File: src/rtl/mod_casex_mask_pattern_emitter_pkg.sv
// Shared types and constants for the casex mask pattern emitter.
//   match_type_t : 2-bit classification produced by the priority mask classifier
//   state_t      : emitter FSM states
//   MASK_W       : candidate mask width
//   PROBE_W      : probe counter width (counts 1..16)
package casex_mask_pkg;

  localparam int MASK_W  = 4;
  localparam int PROBE_W = 5;

  typedef enum logic [1:0] {
    MT_BIT2_SET  = 2'b00,
    MT_DEFAULT   = 2'b01,
    MT_LOW_CLEAR = 2'b10,
    MT_HIGH_ZERO = 2'b11
  } match_type_t;

  typedef enum logic [1:0] {
    ST_IDLE   = 2'b00,
    ST_SEARCH = 2'b01,
    ST_HOLD   = 2'b10
  } state_t;

endpackage : casex_mask_pkg

File: src/rtl/mod_casex_mask_pattern_emitter_classifier.sv
// Combinational priority classifier for a 4-bit mask (first hit wins):
//   m[3]=1 & m[1]=0 -> MT_LOW_CLEAR
//   m[3]=1 & m[2]=0 -> MT_HIGH_ZERO
//   m[2]=1          -> MT_BIT2_SET
//   otherwise       -> MT_DEFAULT
// Ports:
//   mask_i  in  MASK_W   mask to classify
//   type_o  out 2        resulting match type
module mod_casex_mask_classifier
  import casex_mask_pkg::*;
(
  input  logic [MASK_W-1:0] mask_i,
  output match_type_t       type_o
);

  always_comb begin
    if (mask_i[3] && !mask_i[1]) begin
      type_o = MT_LOW_CLEAR;
    end else if (mask_i[3] && !mask_i[2]) begin
      type_o = MT_HIGH_ZERO;
    end else if (mask_i[2]) begin
      type_o = MT_BIT2_SET;
    end else begin
      type_o = MT_DEFAULT;
    end
  end

endmodule : mod_casex_mask_classifier

File: src/rtl/mod_casex_mask_pattern_emitter.sv
// Inverse of the priority mask classifier: given a requested match type,
// searches candidate masks one per cycle starting from a rotating seed and
// emits the first mask that classifies to that type.
// Ports:
//   clk         in   1  clock, rising edge
//   rst_n       in   1  asynchronous active-low reset
//   req_valid   in   1  request present
//   req_ready   out  1  block can accept a request (IDLE only)
//   req_type    in   2  requested match type
//   out_valid   out  1  result present
//   out_ready   in   1  consumer accepts the result
//   out_mask    out  4  mask whose classification equals the captured type
//   out_probes  out  5  number of candidates examined, 1..16
module mod_casex_mask_pattern_emitter
  import casex_mask_pkg::*;
#(
  parameter logic [MASK_W-1:0] SEED_INIT = 4'h0,
  parameter logic [MASK_W-1:0] SEED_STEP = 4'h1
) (
  input  logic               clk,
  input  logic               rst_n,
  input  logic               req_valid,
  output logic               req_ready,
  input  logic [1:0]         req_type,
  output logic               out_valid,
  input  logic               out_ready,
  output logic [MASK_W-1:0]  out_mask,
  output logic [PROBE_W-1:0] out_probes
);

  state_t              state_q,      state_d;
  match_type_t         type_q,       type_d;
  logic [MASK_W-1:0]   seed_q,       seed_d;
  logic [MASK_W-1:0]   cand_q,       cand_d;
  logic [PROBE_W-1:0]  probes_q,     probes_d;
  logic                out_valid_q,  out_valid_d;
  logic [MASK_W-1:0]   out_mask_q,   out_mask_d;
  logic [PROBE_W-1:0]  out_probes_q, out_probes_d;
  logic                req_ready_q,  req_ready_d;

  match_type_t         cand_type;

  mod_casex_mask_classifier u_classifier (
    .mask_i (cand_q),
    .type_o (cand_type)
  );

  always_comb begin
    // NOTE: every variable gets a default first so no path leaves one
    // unassigned; otherwise synthesis infers a latch.
    state_d      = state_q;
    type_d       = type_q;
    seed_d       = seed_q;
    cand_d       = cand_q;
    probes_d     = probes_q;
    out_valid_d  = out_valid_q;
    out_mask_d   = out_mask_q;
    out_probes_d = out_probes_q;

    unique case (state_q)
      ST_IDLE: begin
        if (req_valid && req_ready_q) begin
          type_d   = match_type_t'(req_type);
          cand_d   = seed_q;
          probes_d = '0;
          state_d  = ST_SEARCH;
        end
      end

      ST_SEARCH: begin
        probes_d = probes_q + PROBE_W'(1);
        if (cand_type == type_q) begin
          out_mask_d   = cand_q;
          out_probes_d = probes_q + PROBE_W'(1);
          state_d      = ST_HOLD;
        end else begin
          // Natural 4-bit wrap takes 4'hF back to 4'h0.
          cand_d = cand_q + MASK_W'(1);
        end
      end

      ST_HOLD: begin
        // The result registers are loaded on entry; out_valid is published
        // one cycle later, giving the two-cycle minimum latency.
        if (!out_valid_q) begin
          out_valid_d = 1'b1;
        end else if (out_ready) begin
          out_valid_d = 1'b0;
          seed_d      = seed_q + SEED_STEP;
          state_d     = ST_IDLE;
        end
      end

      default: state_d = ST_IDLE;
    endcase

    // Registered ready: asserted exactly when the next state is IDLE, so it
    // is high on the handshake edge and never depends combinationally on req_*.
    req_ready_d = (state_d == ST_IDLE);
  end

  // NOTE: sequential state uses non-blocking assignments so every flop
  // samples the pre-edge values regardless of statement order.
  always_ff @(posedge clk or negedge rst_n) begin
    if (!rst_n) begin
      state_q      <= ST_IDLE;
      type_q       <= MT_BIT2_SET;
      seed_q       <= SEED_INIT;
      cand_q       <= '0;
      probes_q     <= '0;
      out_valid_q  <= 1'b0;
      out_mask_q   <= '0;
      out_probes_q <= '0;
      req_ready_q  <= 1'b1;
    end else begin
      state_q      <= state_d;
      type_q       <= type_d;
      seed_q       <= seed_d;
      cand_q       <= cand_d;
      probes_q     <= probes_d;
      out_valid_q  <= out_valid_d;
      out_mask_q   <= out_mask_d;
      out_probes_q <= out_probes_d;
      req_ready_q  <= req_ready_d;
    end
  end

  assign req_ready  = req_ready_q;
  assign out_valid  = out_valid_q;
  assign out_mask   = out_mask_q;
  assign out_probes = out_probes_q;

endmodule : mod_casex_mask_pattern_emitter

File: config.mk
export PLATFORM = sky130hd
export DESIGN_NAME = mod_casex_mask_pattern_emitter
export DESIGN_NICKNAME = d
export VERILOG_FILES = /design/src/rtl/mod_casex_mask_pattern_emitter_pkg.sv /design/src/rtl/mod_casex_mask_pattern_emitter_classifier.sv /design/src/rtl/mod_casex_mask_pattern_emitter.sv
export SDC_FILE = /design/constraint.sdc
export NUM_CORES = 1
export LEC_CHECK = 0
export ABC_AREA = 1
export BUFFER_PORTS_ARGS = -buffer_cell sky130_fd_sc_hd__buf_2
export CORE_UTILIZATION = 25
export DETAILED_ROUTE_END_ITERATION = 16
export MAX_ROUTING_LAYER = met4
export PLACE_DENSITY_LB_ADDON = 0.08
export SYNTH_ARGS = -nofsm -noshare
export SYNTH_HDL_FRONTEND = slang
export SYNTH_SLANG_ARGS = --single-unit
File: constraint.sdc
create_clock -name clk -period 1.25 [get_ports clk]
set_input_delay 0.0625 -clock clk [delete_from_list [all_inputs] [get_ports clk]]
set_output_delay 0.0625 -clock clk [all_outputs]
set_load 0.01 [all_outputs]
==> impl_metrics.yaml, run 1 <==
setup_path:
  crit_path_max_fanout: 8
  worstSetupStartpointType: "flop"
  required_ns: 1.43
  critPathKind: "flop to flop"
  crit_arrival_ns: 1.47
  cp-end-kind: "flop"
placement:
  dp.cells: 238
  port_buffers: 16
  place.gp.congestion: 0.838
  placed_area_mm2: 0.00158
  dp_worst_setup_slack_ns: -0.0507
  place_hpwl_mm: 1.91
pwr:
  leakage_nw: 0.877
  power_density_mw_per_mm2: 2710
  total_power_w: 0.00481
  peakVddDrop_v: 0.000638
finish:
  area_delta_synth_final_pct: 34.3
  fillerInstances: 532
  utilization: 0.347
  num_antenna_cells: 0
  nNetsFinal: 187
  instances_no_fill: 247
  drive_gt1_frac: 0.384
  stdcell_area_mm2: 0.00177
die:
  coreArea_mm2: 0.00511
  initial_core_util: 0.258
  die-area_mm2: 0.00557
  rows: 26
  pin_count: 17
  die_height_um: 74.6
  die_w_um: 74.6
logic_synthesis:
  ys_top_cells_by_count: "nand2_1 (33), dfrtp_1 (27), inv_1 (15)"
  synth_cells: 141
  yosysWarnings: 0
  synthFlopType: "dfrtp_1"
  synthesis.nets: 150
  yosys.cell_count.top_type: "nand2_1"
  synth_top_cell_by_area: "dfrtp_1"
  synthArstFlopShare: 1.00
  seq_area_frac_synth: 0.532
  netlist_top_cells_area: "dfrtp_1 (51%), nand2_1 (9.4%), o21ai_2 (6.0%)"
  netlist-cell-type-count: 23
  yosys.area.top_type_share: 0.512
  synth_edf_count: 0
  synth_area_mm2: 0.00132
  synth-seq-cells: 28
  syn_area_per_cell_um2: 9.35
status:
  violations: "negative setup slack"
  status: "finished with violations"
clocking:
  cts_buffers: 3
  cts_tree: "built"
  cts.clk_slew.worst_paths_ns: 0.10
  clk_path_buf_depth: 2
  insertion_delay_ns: 0.27
  clock_sinks: 28
  htreeDepth: 1
  cts_root_buffer: "clkbuf_8"
timing:
  setup_ws_ns: -0.0414
  max_clock_freq_ghz: 0.774
  fin_crit_ns: 1.29
  rsz0062_at_grt: "true"
  fin_crit_sh: 1.03
  tightest_slew_ns: 0.649
  final_hold_viol_count: 0
  slew_violations: 0
  fin_skew_ns: 0.00146
  slew_headroom: 0.567
  setup_violations: 9
drt:
  detail_route.first_pass.iterations: 4
  first_iter_violations: 23
  routed_via_density: 4.16
  drt-total-wl_mm: 2.59
  vias: 1028
  drt-wirelength-per-cell_um: 10.5
  remaining_drc_errors: 0
  drtAntennaViolNets: 0
global_route:
  gr-usage-met3: 0.0161
  grt_max_degree: 29
  top_usage_layer: "met2"
  first_global_vias: 928
  grt_pass1_wl_mm: 4.21
  grt_use_met2: 0.160
  grt.met1_usage: 0.139
  antenna_found_initial: 0
  grtUsageTotal: 0.103
  overflow: 0
hold_path:
  min_path_type: "input pin to flop"
flow_run:
  cap_viol_max_count: 0
layout by cell type (no fill, tap or decap), types with 2 or more instances in the layout:
cell / synthesis / final
o21ai_0: 10 / 10
a21oi_1: 2 / 2
ha_1: 3 / 3
nor2_2: 0 / 2
buf_4: 0 / 14
o21ai_2: 9 / 9
nand2_1: 33 / 25
inv_1: 15 / 15
nor2_1: 5 / 3
xnor2_1: 3 / 3
nand2_4: 0 / 4
inv_2: 3 / 3
dfrtp_1: 27 / 27
nand3_4: 1 / 2
clkbuf_8: 0 / 3
nand3_1: 13 / 12
nand2_2: 4 / 8
xor2_1: 4 / 4
buf_2: 0 / 16
sequential cells by signal, indices dropped and copies added (netlist names):
name	count
out_valid	1
seed_q	4
req_ready	1
state_q	2
cand_q	4
out_mask	4
type_q	2
probes_q	5
out_probes	5
worst paths after layout:
| check | start | end | slack, ns | cells past startpoint |
|---|---|---|---|---|
| max in group asynchronous | rst_n | state_q[0] | 0.49 | 2 |
| min in group asynchronous | rst_n | out_mask[2] | 0.34 | 2 |
| max | cand_q[2] | out_probes[4] | -0.04 | 9 |
| min reg2reg | seed_q[3] | seed_q[3] | 0.48 | 1 |
| max reg2reg | cand_q[2] | out_probes[4] | -0.04 | 9 |
| min | req_type[1] | type_q[1] | 0.01 | 2 |
cell type report:
cell class	instances	area, µm²	share of cell area
multi-input cells	93	592	0.334
clock inverters	1	30.0	0.0169
well taps	70	87.6	0.0494
flip-flops and latches	28	702	0.396
clock buffers	3	41.3	0.0233
repair buffers	34	251	0.142
inverters	18	67.6	0.0381
stage by stage:
stage	setup TNS, ns	hold WS (ns)
CTS	-0.655	0.00944
global route	-1.02	0.00980
finish	-0.170	0.0133
floorplan	0	-0.233
global placement	-0.308	0.128
detailed placement	-0.441	0.135
per-layer routing:
metal	wire length, µm	part of all wire
met1	1280	0.49
met4	23	0.0089
met5	0	0
met2	1230	0.47
met3	65	0.025
power by group:
| part | total (W) | leakage [nW] | internal (W) | switching, W |
|---|---|---|---|---|
| Clock | 0.000726 | 0.0357 | 0.000429 | 0.000297 |
| Sequential | 0.00165 | 0.348 | 0.00134 | 0.000311 |
| Combinational | 0.00244 | 0.493 | 0.00112 | 0.00132 |
repair_timing:
item                                    CTS  global route
pin swaps                                 1             2
setup buffers                             0             3
hold buffers                              1             0
resized for setup                         0            15
endpoints found under the setup margin   15            22
cloned                                    0             1
endpoints found under the hold margin    27             0
cells by family (layout without fill, tap and decap cells):
family | count (synthesis) | in the layout | share of synthesized area
AO/OA/AOI/OAI | 22 | 22 | 0.110
XOR/XNOR | 7 | 7 | 0.0465
adder cells (fa/ha/maj) | 3 | 3 | 0.0285
buffers and inverters | 20 | 56 | 0.0626
flip-flops | 28 | 28 | 0.532
multiplexers | 1 | 1 | 0.00854
AND/OR/NAND/NOR | 60 | 60 | 0.212
critical path, stage by stage, from the launching register on:
cell and delay [ns]:
dfrtp_1 0.44, nand2_2 0.11, nand2_1 0.05, nand2_1 0.05
nand2_1 0.05, inv_2 0.08, nand3_4 0.12, buf_12 0.18
nand2_1 0.07, o21ai_2 0.05
No activity file was read; power rests on OpenSTA's default activity.
==> run 2, diff against run 1 <==
--- a/config.mk
+++ b/config.mk
@@ -7,10 +7,12 @@
 export LEC_CHECK = 0
 export ABC_AREA = 1
 export BUFFER_PORTS_ARGS = -buffer_cell sky130_fd_sc_hd__buf_2
-export CORE_UTILIZATION = 25
+export CAP_MARGIN = 30
+export CORE_UTILIZATION = 31
 export DETAILED_ROUTE_END_ITERATION = 16
 export MAX_ROUTING_LAYER = met4
 export PLACE_DENSITY_LB_ADDON = 0.08
+export SKIP_CTS_REPAIR_TIMING = 1
 export SYNTH_ARGS = -nofsm -noshare
 export SYNTH_HDL_FRONTEND = slang
 export SYNTH_SLANG_ARGS = --single-unit
==> impl_metrics.yaml, run 2 (same netlist as run 1, synthesis figures left out) <==
global_route:
  grt_max_degree: 29
  overflow: 0
  grt_pass1_wl_mm: 4.55
  grtUsageTotal: 0.137
  first_global_vias: 1021
  antenna_found_initial: 0
timing:
  finalHoldWorstSlack_ns: 0.0230
  rsz0062_at_grt: "true"
  tightest_slew_ns: 0.620
  fin_crit_sh: 1.01
  fin_crit_ns: 1.26
  slew_headroom: 0.586
  setup_violations: 3
  max_clock_freq_ghz: 0.794
  final_hold_viol_count: 0
  slew_violations: 0
  setup_ws_ns: -0.00924
  fin_skew_ns: 0.00393
setup_path:
  critPathKind: "flop to flop"
  cp_slowest_stage_delay_ns: 0.44
  crit_path_max_fanout: 5
  worstSetupStartpointType: "flop"
  cp-end-kind: "flop"
  crit_arrival_ns: 1.47
  cp_slowest_cell: "dfrtp_1"
  cp_cell_sequence: "inv_2 > nand2_2 > nand2_2 > nand2_2 > nand2_4 > nand3_4 > nand2_4 > inv_2 > nor2_1"
  required_ns: 1.46
  path_common_cell: "nand2_2"
drt:
  drt-total-wl_mm: 2.71
  drtAntennaViolNets: 0
  drt-wirelength-per-cell_um: 11.8
  detail_route.first_pass.iterations: 4
  vias: 1044
  routed_via_density: 4.56
  first_iter_violations: 34
  remaining_drc_errors: 0
pwr:
  internal_power_w: 0.00268
  power_switching_w: 0.00206
  combinationalPowerShare: 0.552
  power.share.clock: 0.104
  total_power_w: 0.00474
  peakVddDrop_v: 0.000962
  p_sw_frac: 0.434
  seqPwrFrac: 0.344
  leakage_nw: 0.851
  power_density_mw_per_mm2: 2740
hold_path:
  min_path_type: "input pin to flop"
clocking:
  clk_path_buf_depth: 2
  cts_root_buffer: "clkbuf_8"
  clock_sinks: 28
  cts.clk_slew.worst_paths_ns: 0.09
  cts_buffers: 3
  cts_tree: "built"
  htreeDepth: 1
  insertion_delay_ns: 0.27
die:
  initial_core_util: 0.327
  coreArea_mm2: 0.00403
  die-area_mm2: 0.00452
  die_height_um: 67.2
  rows: 23
  pin_count: 17
  die_w_um: 67.2
finish:
  utilization: 0.430
  nNetsFinal: 189
  mostFrequentLayoutCells: "nand2_1 (27), dfrtp_1 (27), buf_2 (16)"
  area_delta_synth_final_pct: 31.2
  num_antenna_cells: 0
  drive_gt1_frac: 0.391
placement:
  place.gp.congestion: 0.729
  place_hpwl_mm: 1.96
  port_buffers: 16
flow_run:
  cap_viol_max_count: 0
status:
  status: "finished with violations"
  violations: "negative setup slack"
==> run 2: worst max-delay path, delay by kind of cell, from the launching register on <==
kind | cells | cell delay (ns)
DFF | 1 | 0.44
and+or+nand+nor | 7 | 0.64
buffers and inverters | 2 | 0.12
==> run 2: stage by stage <==
| stage | setup TNS, ns | cell area [µm²] | setup WS (ns) | cells |
|---|---|---|---|---|
| 4_1_cts | -1.08 | 1600 | -0.0958 | 223 |
| 6_report | -0.0188 | 1730 | -0.00924 | 229 |
| 2_1_floorplan | 0 | 1330 | 0.0141 | 141 |
| 5_1_grt | -1.21 | 1730 | -0.117 | 229 |
| 3_3_place_gp | -0.258 | 1560 | -0.0258 | 219 |
| 3_5_place_dp | -0.857 | 1560 | -0.0733 | 219 |
==> run 2: cell type report <==
| type | count | area [µm²] |
|---|---|---|
| Clock buffer | 4 | 45.0 |
| Timing Repair Buffer | 34 | 225 |
| Sequential cell | 28 | 702 |
| Tap cell | 50 | 62.6 |
| Multi-Input combinational cell | 95 | 626 |
| Inverter | 18 | 70.1 |
| Fill cell | 417 | 2300 |
==> run 2: final timing paths <==
| kind | end | cells after the start | slack [ns] | startpoint |
|---|---|---|---|---|
| max | req_ready | 9 | -0.009 | cand_q[1] |
| min | type_q[1] | 2 | 0.02 | req_type[1] |
| max reg2reg | req_ready | 9 | -0.009 | cand_q[1] |
| min reg2reg | seed_q[3] | 1 | 0.47 | seed_q[3] |
| max in group asynchronous | seed_q[0] | 2 | 0.51 | rst_n |
| min in group asynchronous | out_mask[1] | 2 | 0.34 | rst_n |
==> run 2: power by group through the flow <==
stage	registers, W	clock network [W]	logic [W]
finish	0.00163	0.000492	0.00262
floorplan	0.00169	0	0.00135
detailed placement	0.00164	0	0.00224
CTS	0.00162	0.000517	0.00224
global placement	0.00162	0	0.00219
global route	0.00169	0.000552	0.00297
==> run 2: per-layer routing <==
layer | up-vias | global-route usage | routed length [µm]
li1 | 533 | - | -
met1 | 499 | 0.183 | 1300
met2 | 10 | 0.214 | 1330
met3 | 2 | 0.0203 | 60
met4 | 0 | 0.0399 | 17
met5 | - | - | 0
